<file path="src/rtl/shift_add_mult_seq.sv">
// shift_add_mult_seq: sequential shift-and-add multiplier.
// Operands load on an accepted start. One multiplier bit (LSB first) is retired
// per clock. The 2*WIDTH-bit product is registered and flagged with a one-cycle
// o_valid pulse.
// Optional build macro SHIFT_ADD_SIGNED_EN adds i_signed, which selects
// two's-complement operands for that operation.
module shift_add_mult_seq #(
    parameter int unsigned WIDTH = 8
) (
    input  logic                   i_clk,
    input  logic                   i_rst_n,
    input  logic                   i_start,
    input  logic [WIDTH-1:0]       i_a,
    input  logic [WIDTH-1:0]       i_b,
`ifdef SHIFT_ADD_SIGNED_EN
    input  logic                   i_signed,
`endif
    output logic                   o_ready,
    output logic                   o_busy,
    output logic                   o_valid,
    output logic [2*WIDTH-1:0]     o_product
);

    localparam int unsigned CNT_W = $clog2(WIDTH) + 1;

    typedef enum logic [1:0] {IDLE, RUN, DONE} state_t;

    state_t               state_q, state_d;
    logic [WIDTH-1:0]     acc_q, acc_d;
    logic [WIDTH-1:0]     a_q, a_d;
    logic [WIDTH-1:0]     b_q, b_d;
    logic [CNT_W-1:0]     cnt_q, cnt_d;
    logic [2*WIDTH-1:0]   prod_q, prod_d;
    logic [WIDTH:0]       sum;
    logic                 last_iter;

    assign last_iter = (cnt_q == CNT_W'(WIDTH - 1));

`ifdef SHIFT_ADD_SIGNED_EN
    logic signed_q, signed_d;
    logic acc_sx, b_sx;

    // N+1-bit partial-product adder; in signed mode the final (MSB) multiplier
    // bit has negative weight, so B is subtracted instead of added.
    always_comb begin
        acc_sx = signed_q & acc_q[WIDTH-1];
        b_sx   = signed_q & b_q[WIDTH-1];
        if (!a_q[0]) begin
            sum = {acc_sx, acc_q};
        end else if (signed_q && last_iter) begin
            sum = {acc_sx, acc_q} - {b_sx, b_q};
        end else begin
            sum = {acc_sx, acc_q} + {b_sx, b_q};
        end
    end
`else
    // N+1-bit partial-product adder; the extra bit holds the carry.
    always_comb begin
        sum = {1'b0, acc_q};
        if (a_q[0]) begin
            sum = {1'b0, acc_q} + {1'b0, b_q};
        end
    end
`endif

    // State and datapath registers.
    always_ff @(posedge i_clk or negedge i_rst_n) begin
        if (!i_rst_n) begin
            state_q  <= IDLE;
            acc_q    <= '0;
            a_q      <= '0;
            b_q      <= '0;
            cnt_q    <= '0;
            prod_q   <= '0;
`ifdef SHIFT_ADD_SIGNED_EN
            signed_q <= 1'b0;
`endif
        end else begin
            state_q  <= state_d;
            acc_q    <= acc_d;
            a_q      <= a_d;
            b_q      <= b_d;
            cnt_q    <= cnt_d;
            prod_q   <= prod_d;
`ifdef SHIFT_ADD_SIGNED_EN
            signed_q <= signed_d;
`endif
        end
    end

    // Next-state logic: load on start, shift {ACC,A} right once per RUN cycle.
    always_comb begin
        state_d  = state_q;
        acc_d    = acc_q;
        a_d      = a_q;
        b_d      = b_q;
        cnt_d    = cnt_q;
        prod_d   = prod_q;
`ifdef SHIFT_ADD_SIGNED_EN
        signed_d = signed_q;
`endif
        case (state_q)
            IDLE: begin
                if (i_start) begin
                    a_d      = i_a;
                    b_d      = i_b;
                    acc_d    = '0;
                    cnt_d    = '0;
`ifdef SHIFT_ADD_SIGNED_EN
                    signed_d = i_signed;
`endif
                    state_d  = RUN;
                end
            end
            RUN: begin
                acc_d = sum[WIDTH:1];
                a_d   = {sum[0], a_q[WIDTH-1:1]};
                cnt_d = cnt_q + CNT_W'(1);
                if (last_iter) begin
                    // Capture the post-shift {ACC,A} directly so the product
                    // register is valid in the same cycle as o_valid.
                    prod_d  = {sum, a_q[WIDTH-1:1]};
                    state_d = DONE;
                end
            end
            DONE: begin
                state_d = IDLE;
            end
            default: begin
                state_d = IDLE;
            end
        endcase
    end

    assign o_ready   = (state_q == IDLE);
    assign o_busy    = (state_q == RUN) || (state_q == DONE);
    assign o_valid   = (state_q == DONE);
    assign o_product = prod_q;

endmodule

</file>
<file path="config.mk">
export PLATFORM = sky130hd
export DESIGN_NAME = shift_add_mult_seq
export DESIGN_NICKNAME = d
export VERILOG_FILES = /design/src/rtl/shift_add_mult_seq.sv
export SDC_FILE = /design/constraint.sdc
export NUM_CORES = 1
export LEC_CHECK = 0
export CAP_MARGIN = 10
export CORE_MARGIN = 3
export CORE_UTILIZATION = 50
export CTS_CLUSTER_DIAMETER = 100
export DETAILED_ROUTE_END_ITERATION = 6
export PLACE_DENSITY = 0.76
export SETUP_SLACK_MARGIN = 0.3
export SKIP_LAST_GASP = 1
export SYNTH_ARGS = -nofsm -noshare
export SYNTH_HDL_FRONTEND = slang
export SYNTH_SLANG_ARGS = --single-unit
export TNS_END_PERCENT = 20
</file>
<file path="constraint.sdc">
create_clock -name i_clk -period 6.05 [get_ports i_clk]
set_clock_uncertainty 0.1 [all_clocks]
set_input_delay 1.21 -clock i_clk [delete_from_list [all_inputs] [get_ports i_clk]]
set_output_delay 1.21 -clock i_clk [all_outputs]
set_load 0.005 [all_outputs]
</file>
# After elaboration in Yosys (flattened, before gate mapping)
# Cells that the tools add are included.
op_classes:
  n_eq_ne: 5
  add_sub_neg: 2
  n_reduce_logical: 7
  n_mux: 10
ops:
  columns: ["cell", "n"]
  rows:
  - ["$pmux W8 S2", 2]
  - ["$mux W8", 2]
  - ["$add A8 B8 Y9", 1]
  - ["$mux W9", 1]
  - ["$pmux W4 S2", 1]
  - ["$reduce_and A2 Y1", 4]
  - ["$add A4 B1 Y4 const B", 1]
  - ["$eq A4 B3 Y1 const B", 1]
  - ["$mux W2", 2]
  - ["$mux W4", 1]
  - ["$ne A2 B2 Y1 const B", 2]
  - ["$pmux W2 S2", 1]
  - ["$eq A2 B1 Y1 const B", 1]
  - ["$eq A2 B2 Y1 const B", 1]
  - ["$logic_not A2 Y1", 1]
  - ["$reduce_bool A2 Y1", 1]
  - ["$logic_or A1 B1 Y1", 1]
totals:
  output_inout_bits: 19
  input_bits: 19
  elab_cells: 30
  reg_bits: 46

# Logic depth before layout (Yosys ltp)
# Gate-level depths: netlist (run 1).
depth:
  ltp_word: 3
  mapped_depth: 8
  ltp_nobuf: 7

# Worst setup path before layout (run 1)
# OpenSTA, ideal clock, no wires.
synth_path:
  path_kind: "in2reg"
  start: "input i_start"
  end: "register a_q[3]"
  t_required_ns: 5.815
  t_arrival_ns: 1.892
  slack_ns: 3.923
  stages: 4
  path_buffers: 1
  setup_ns: 0.135
  path_cell_list: "nand2b_1 -> o21ai_2 -> clkbuf_1 -> o21ai_0"
synth_between:
  elab_chain_cells: 2
synth_rtl:
  columns: ["item", "line", "source"]
  rows:
  - ["start: declaration", "12", "input logic i_start,"]
  - ["$ne A2 B2 Y1 (no line)", null, null]
  - ["$reduce_and A2 Y1 (no line)", null, null]
  - ["end signal: assignment", "71", "a_q <= '0;"]
  - ["end signal: assignment", "81", "a_q <= a_d;"]
  - ["end: declaration", "30", "logic [WIDTH-1:0] a_q, a_d;"]
# No other way between the ends.
# A chain may end at the register's enable or synchronous reset.

# Worst setup path after layout (run 1)
layout_path:
  start: "register state_q[0]"
  end: "output o_ready"
layout_between:
  elab_chain_cells: 1
layout_rtl:
  columns: ["item", "line", "source"]
  rows:
  - ["start: declaration", "28", "state_t state_q, state_d;"]
  - ["start signal: assignment", "79", "state_q <= state_d;"]
  - ["$logic_not A2 Y1", "135", "assign o_ready = (state_q == IDLE);"]
  - ["end: declaration", "18", "output logic o_ready,"]
# No other way between the ends.

==> results.sh, run 1 <==
export IMPL_status="completed"
export IMPL_required_ps=4740
export IMPL_synth_edff_count=0
export IMPL_worstSkewPairLatency_ps=300
export IMPL_fin_setup_tns_ps=0
export IMPL_final_util_pct=66.00
export IMPL_hold_viol_final=0
export IMPL_cts_hold_buf=0
export IMPL_syn_area_um2=2251
export IMPL_wl_per_cell_um=15.69
export IMPL_p_leak_nw=1.266
export IMPL_drive_above_1_share_pct=11.89
export IMPL_ys_seq_area_share_pct=51.14
export IMPL_grt_max_degree=47
export IMPL_grt_first_pass_wirelength_um=7879
export IMPL_layout_min_cycle_time_ps=2908
export IMPL_ys_flop_type="dfrtp_1"
export IMPL_crit_path_end_kind="output pin"
export IMPL_dp_hpwl_um=3218
export IMPL_drc=0
export IMPL_path_class="reg2out"
export IMPL_synth_warnings=0
export IMPL_setup_slack_ps=3142
export IMPL_min_path_type="reg2reg"
export IMPL_synthArstFlopShare_pct=100.0
export IMPL_dp_cells=286
export IMPL_timing_final_crit_share_pct=48.06
export IMPL_syn_avg_cell_area_um2=10.87
export IMPL_ys_ff_latch=46
export IMPL_syn_nets=239
export IMPL_die_area_um2=5343
export IMPL_drt_iter0_markers=63
export IMPL_vias=1631
export IMPL_start_kind="flip-flop"
export IMPL_initial_core_util_pct=53.94
export IMPL_grt_pass1_vias=1688
export IMPL_die_y_um=73.10
export IMPL_fmax_mhz=343.9
export IMPL_drv_slew=0
export IMPL_chipWidth_um=73.10
export IMPL_critPathArrivalTime_ps=1600
export IMPL_multi_input_area_um2=1059
export IMPL_max_slew_worst_pin_slew_ps=1035
export IMPL_clk_path_buf_depth=2
export IMPL_root_buffer="clkbuf_8"
export IMPL_cts_inserted_buffers=5
export IMPL_final_cell_count_no_fill=294
export IMPL_diodes=0
export IMPL_fillers=328
export IMPL_worstPathMaxFanout=6
export IMPL_core_um2=4173
export IMPL_cts_resized=0
export IMPL_area_growth_synth_to_final_pct=22.35
export IMPL_syn_inst=207
export IMPL_cts_htree_levels=2
export IMPL_io_pins=38
export IMPL_portBuffers=37
export IMPL_nets=275
export IMPL_track_usage_pct=19.52
export IMPL_powerDensity_nw_per_um2=502.4
export IMPL_cts_num_sinks=46
export IMPL_cts_tree="built"
export IMPL_max_cap_violations=0
export IMPL_ys_top_cells_by_area="dfrtp_1 51%, mux2_2 8.0%, o21ai_0 7.1%"
export IMPL_seq_area_um2=1151
export IMPL_row_count=23
export IMPL_drtAntennaViolNets=0
export IMPL_pre_cts_ws_ps=3257
export IMPL_clk_pin_slew_worst_paths_ps=90
export IMPL_synth_cell_type_count=31
export IMPL_rsz0062_at_grt="false"
export IMPL_wirelength_um=4612
export IMPL_antenna_found_initial=0
export IMPL_synth_top_cell_area_share_pct=51.14
export IMPL_relSlewSlack_pct=31.00
export IMPL_finalSetupViolCount=0
export IMPL_grt_overflow_total=0
export IMPL_firstDrtPassIters=4
export IMPL_yosysTopAreaCell="dfrtp_1"
export IMPL_globalplace_congestion=0.8075
export IMPL_viasPerCell=5.548
export IMPL_ir_drop_uv=353.2
export IMPL_cts_setup_buffers=0
critical path, cell delays in order (launching register included):
cell             delay (ps)
dfrtp_1                 410
inv_1                    90
ha_1                    260
clkdlybuf4s50_1         540
stage by stage:
| stage | hold WS [ps] | total power (W) | area [µm²] |
|---|---|---|---|
| finish | 380.2 | 0.001383 | 2754 |
| global route | 424.8 | 0.001498 | 2754 |
| CTS | 390.1 | 0.001393 | 2754 |
| detailed placement | 369.1 | 0.001164 | 2645 |
| global placement | 360.9 | 0.001132 | 2645 |
| floorplan | 367.3 | 0.0009325 | 2251 |
state kept, by name, summed over array words and instances, names as in the netlist:
signal / flops
a_q: 8
acc_q: 8
b_q: 8
cnt_q: 4
o_product: 16
state_q: 2
final cells by class:
| type | instances | share of cell area [%] |
|---|---|---|
| sequential | 46 | 41.80 |
| multi-input combinational | 151 | 38.44 |
| timing repair buffer | 37 | 13.27 |
| clock buffer | 5 | 2.499 |
| tap | 50 | 2.272 |
| clock inverter | 3 | 1.454 |
| inverter | 2 | 0.2726 |
cells in the mapped netlist, types with 3 or more instances:
| cell | count |
|---|---|
| nor2_1 | 4 |
| mux2i_1 | 12 |
| xnor2_1 | 3 |
| nand2_1 | 34 |
| dfrtp_1 | 46 |
| buf_2 | 3 |
| mux2_2 | 16 |
| a21o_1 | 3 |
| nor2b_1 | 5 |
| a22o_1 | 3 |
| a21oi_1 | 7 |
| ha_1 | 12 |
| clkbuf_1 | 5 |
| o21ai_0 | 32 |
| nand3_1 | 3 |
where the power goes:
part	leakage, nW	switching [W]	internal (W)
Sequential	0.598	0.000109	0.000435
Clock	0.0579	0.000105	0.000122
Combinational	0.610	0.000296	0.000316
Total	1.27	0.000510	0.000874
cell usage in the layout (no fill, tap or decap), drive strengths merged, types with 2 or more instances in the layout:
cell	n
clkdlybuf4s50	36
a31oi	2
mux2	16
nor2b	5
nand2	34
clkinv	2
o21ai	33
nand3	3
ha	12
or3	2
mux2i	12
a21o	3
xnor2	3
clkbuf	5
nor2	4
a22o	3
a21oi	7
inv	2
dfrtp	46
per-layer routing:
| layer | up-vias | global-route usage [%] | share of wire [%] |
|---|---|---|---|
| met5 | - | 0 | 0 |
| li1 | 797 | - | - |
| met1 | 793 | 24.40 | 46 |
| met4 | 0 | 7.992 | 1.8 |
| met3 | 5 | 3.994 | 3.8 |
| met2 | 36 | 32.77 | 48 |
kinds of logic (layout without fill, tap and decap cells):
group / count (synthesis) / after routing / share of synthesized area [%]
AOI/OAI and AO/OA: 53 / 53 / 13.84
xor gates and xnor gates: 4 / 4 / 1.557
adders and majority gates: 13 / 13 / 7.560
buffers and inverters: 10 / 47 / 1.834
DFF: 46 / 46 / 51.14
muxes: 28 / 28 / 13.34
and+or+nand+nor: 53 / 53 / 10.73
path summary, 6_finish.rpt:
kind	start	to	slack [ps]	cells past startpoint
max reg2reg	state_q[1]$_DFFE_PN0P_	o_product[3]$_DFFE_PN0P_	3460	4
min in group asynchronous	i_rst_n	o_product[4]$_DFFE_PN0P_	990	1
min	o_product[9]$_DFFE_PN0P_	o_product[9]$_DFFE_PN0P_	380	2
max in group asynchronous	i_rst_n	b_q[3]$_DFFE_PN0P_	4230	1
min reg2reg	o_product[9]$_DFFE_PN0P_	o_product[9]$_DFFE_PN0P_	380	2
max	state_q[0]$_DFFE_PN0P_	o_ready	3140	3
No activity file was read; power rests on OpenSTA's default activity.
==> run 2, diff against run 1 <==
CORE_UTILIZATION = 47   (was 50)
PLACE_DENSITY = 0.75   (was 0.76)
clock period = 2.6 ns   (was 6.05 ns; I/O delays follow)
==> run 2 against run 1 <==
Utilization is 3.9 points lower. Flip-flop and latch count is the same. Hold slack got worse by 330 ps. First-iteration DRC count did not move. Count of clock-buffer cells in the layout is 2 higher. Sequential power rose by 130%. Critical path depth did not move. Global-route usage is 2.5 points lower. Largest power group unchanged. Sequential share of layout area is 0.34 points lower. Combinational power increased by 130%. Via count decreased by 0.49%. Total power increased by 130%.
==> results.sh, run 2 (synthesis results as in run 1) <==
export IMPL_mostFrequentLayoutCells="46 x dfrtp_1, 36 x clkdlybuf4s50_1, 34 x nand2_1"
export IMPL_wl_met1_um=2044
export IMPL_min_path_type="in2async"
export IMPL_grt_max_degree=29
export IMPL_p_total_w=0.003123
export IMPL_grt_overflow_total=0
export IMPL_dp_cells=292
export IMPL_grt_pass1_vias=1540
export IMPL_powerDensity_nw_per_um2=1125
export IMPL_clk_pin_slew_worst_paths_ps=80
export IMPL_grt_first_pass_wirelength_um=7265
export IMPL_rrSetupSlack_ps=420
export IMPL_cts_htree_levels=2
export IMPL_mostFrequentLayoutCell="dfrtp_1"
export IMPL_met3_length_um=184
export IMPL_die_y_um=75.21
export IMPL_viasPerCell=5.410
export IMPL_drt_iter0_markers=63
export IMPL_max_slew_worst_pin_slew_ps=678.7
export IMPL_track_usage_pct=16.98
export IMPL_met2_length_um=2108
export IMPL_relSlewSlack_pct=54.58
export IMPL_cpPeakStageDelay_ps=550
export IMPL_root_buffer="clkbuf_8"
export IMPL_required_ps=1980
export IMPL_row_count=24
export IMPL_r2r_start="acc_q[0]$_DFFE_PN0P_"
export IMPL_path_cells="inv_1 > ha_1 > clkdlybuf4s50_1"
export IMPL_final_cell_count_no_fill=300
export IMPL_rsz0062_at_grt="true"
export IMPL_crit_path_end_kind="output pin"
export IMPL_routed_top_layer="met4"
export IMPL_rr_worst_depth=7
export IMPL_max_cap_violations=0
export IMPL_ir_drop_uv=467.2
export IMPL_clk_path_buf_depth=2
export IMPL_layout_min_cycle_time_ps=2271
export IMPL_cts_hold_buf=0
export IMPL_drtAntennaViolNets=0
export IMPL_critPathSlowestCell="clkdlybuf4s50_1"
export IMPL_nets=279
export IMPL_crit_start="state_q[0]$_DFFE_PN0P_"
export IMPL_initial_core_util_pct=50.31
export IMPL_cts_num_sinks=46
export IMPL_worstPathMaxFanout=6
export IMPL_dp_hpwl_um=3341
export IMPL_cts_tree="built"
export IMPL_drc=0
export IMPL_p_leak_nw=1.277
export IMPL_worstSkewPairLatency_ps=290
export IMPL_die_area_um2=5656
export IMPL_wirelength_um=4401
export IMPL_path_class="reg2out"
export IMPL_finalSetupViolCount=0
export IMPL_fmax_mhz=440.4
export IMPL_largest_reg_flops=16
export IMPL_cts_inserted_buffers=5
export IMPL_antenna_found_initial=0
export IMPL_globalplace_congestion=0.8267
export IMPL_core_um2=4474
export IMPL_timing_final_crit_share_pct=87.33
export IMPL_chipWidth_um=75.21
export IMPL_r2r_end="acc_q[5]$_DFFE_PN0P_"
export IMPL_vias=1623
export IMPL_firstDrtPassIters=4
export IMPL_diodes=0
export IMPL_hold_viol_final=0
export IMPL_hold_ws_ps=50.24
export IMPL_area_growth_synth_to_final_pct=23.35
export IMPL_drive_above_1_share_pct=12.90
export IMPL_io_pins=38
export IMPL_wl_per_cell_um=14.67
export IMPL_start_kind="flip-flop"
export IMPL_portBuffers=37
export IMPL_fin_setup_tns_ps=0
export IMPL_drv_slew=0
export IMPL_critPathArrivalTime_ps=1650
export IMPL_status="completed"
==> run 2: worst max path at each step <==
stage | to | slack, ps
after floorplan | o_product[13]$_DFFE_PN0P_ | 640
after detailed placement | acc_q[5]$_DFFE_PN0P_ | 430
after global placement | acc_q[5]$_DFFE_PN0P_ | 450
final | o_ready | 330
after CTS | o_ready | 350
after global routing | o_ready | 260
==> run 2: report_power, final <==
group	switching [W]	internal (W)
Sequential	0.000238	0.00101
Clock	0.000227	0.000215
Combinational	0.000678	0.000752
Total	0.00114	0.00198
==> run 2: final cells by class <==
type,instances,area [µm²]
Multi-Input combinational cell,151,1066
Sequential cell,46,1151
Clock inverter,1,5.005
Timing Repair Buffer,41,395.4
Fill cell,391,1698
Clock buffer,7,86.33
Tap cell,52,65.06
Inverter,2,7.507
==> run 2: worst max-delay path, delay by kind of cell (launching register included) <==
family	cells	cell delay (ps)
adders and majority gates	1	300
buffers and inverters	2	640
DFF	1	410
==> run 2: timing repair <==
item / in CTS / in global routing
setup buffers: 0 / 0
resized for setup: 0 / 1
setup endpoints to repair: 0 / 5
==> run 2: per-stage QoR <==
step	area, µm²	worst slack [ps]	util, %
floorplan	2251	643.6	-
global placement	2678	446.6	59.84
detailed placement	2678	431.3	59.84
CTS	2769	354.9	61.88
global route	2776	262.5	62.05
finish	2776	329.3	62.05
==> run 2: routing by layer <==
| metal | vias to the layer above | track usage [%] |
|---|---|---|
| li1 | 809 | - |
| met1 | 775 | 23.87 |
| met2 | 34 | 26.69 |
| met3 | 5 | 3.338 |
| met4 | 0 | 5.243 |
| met5 | - | 0 |
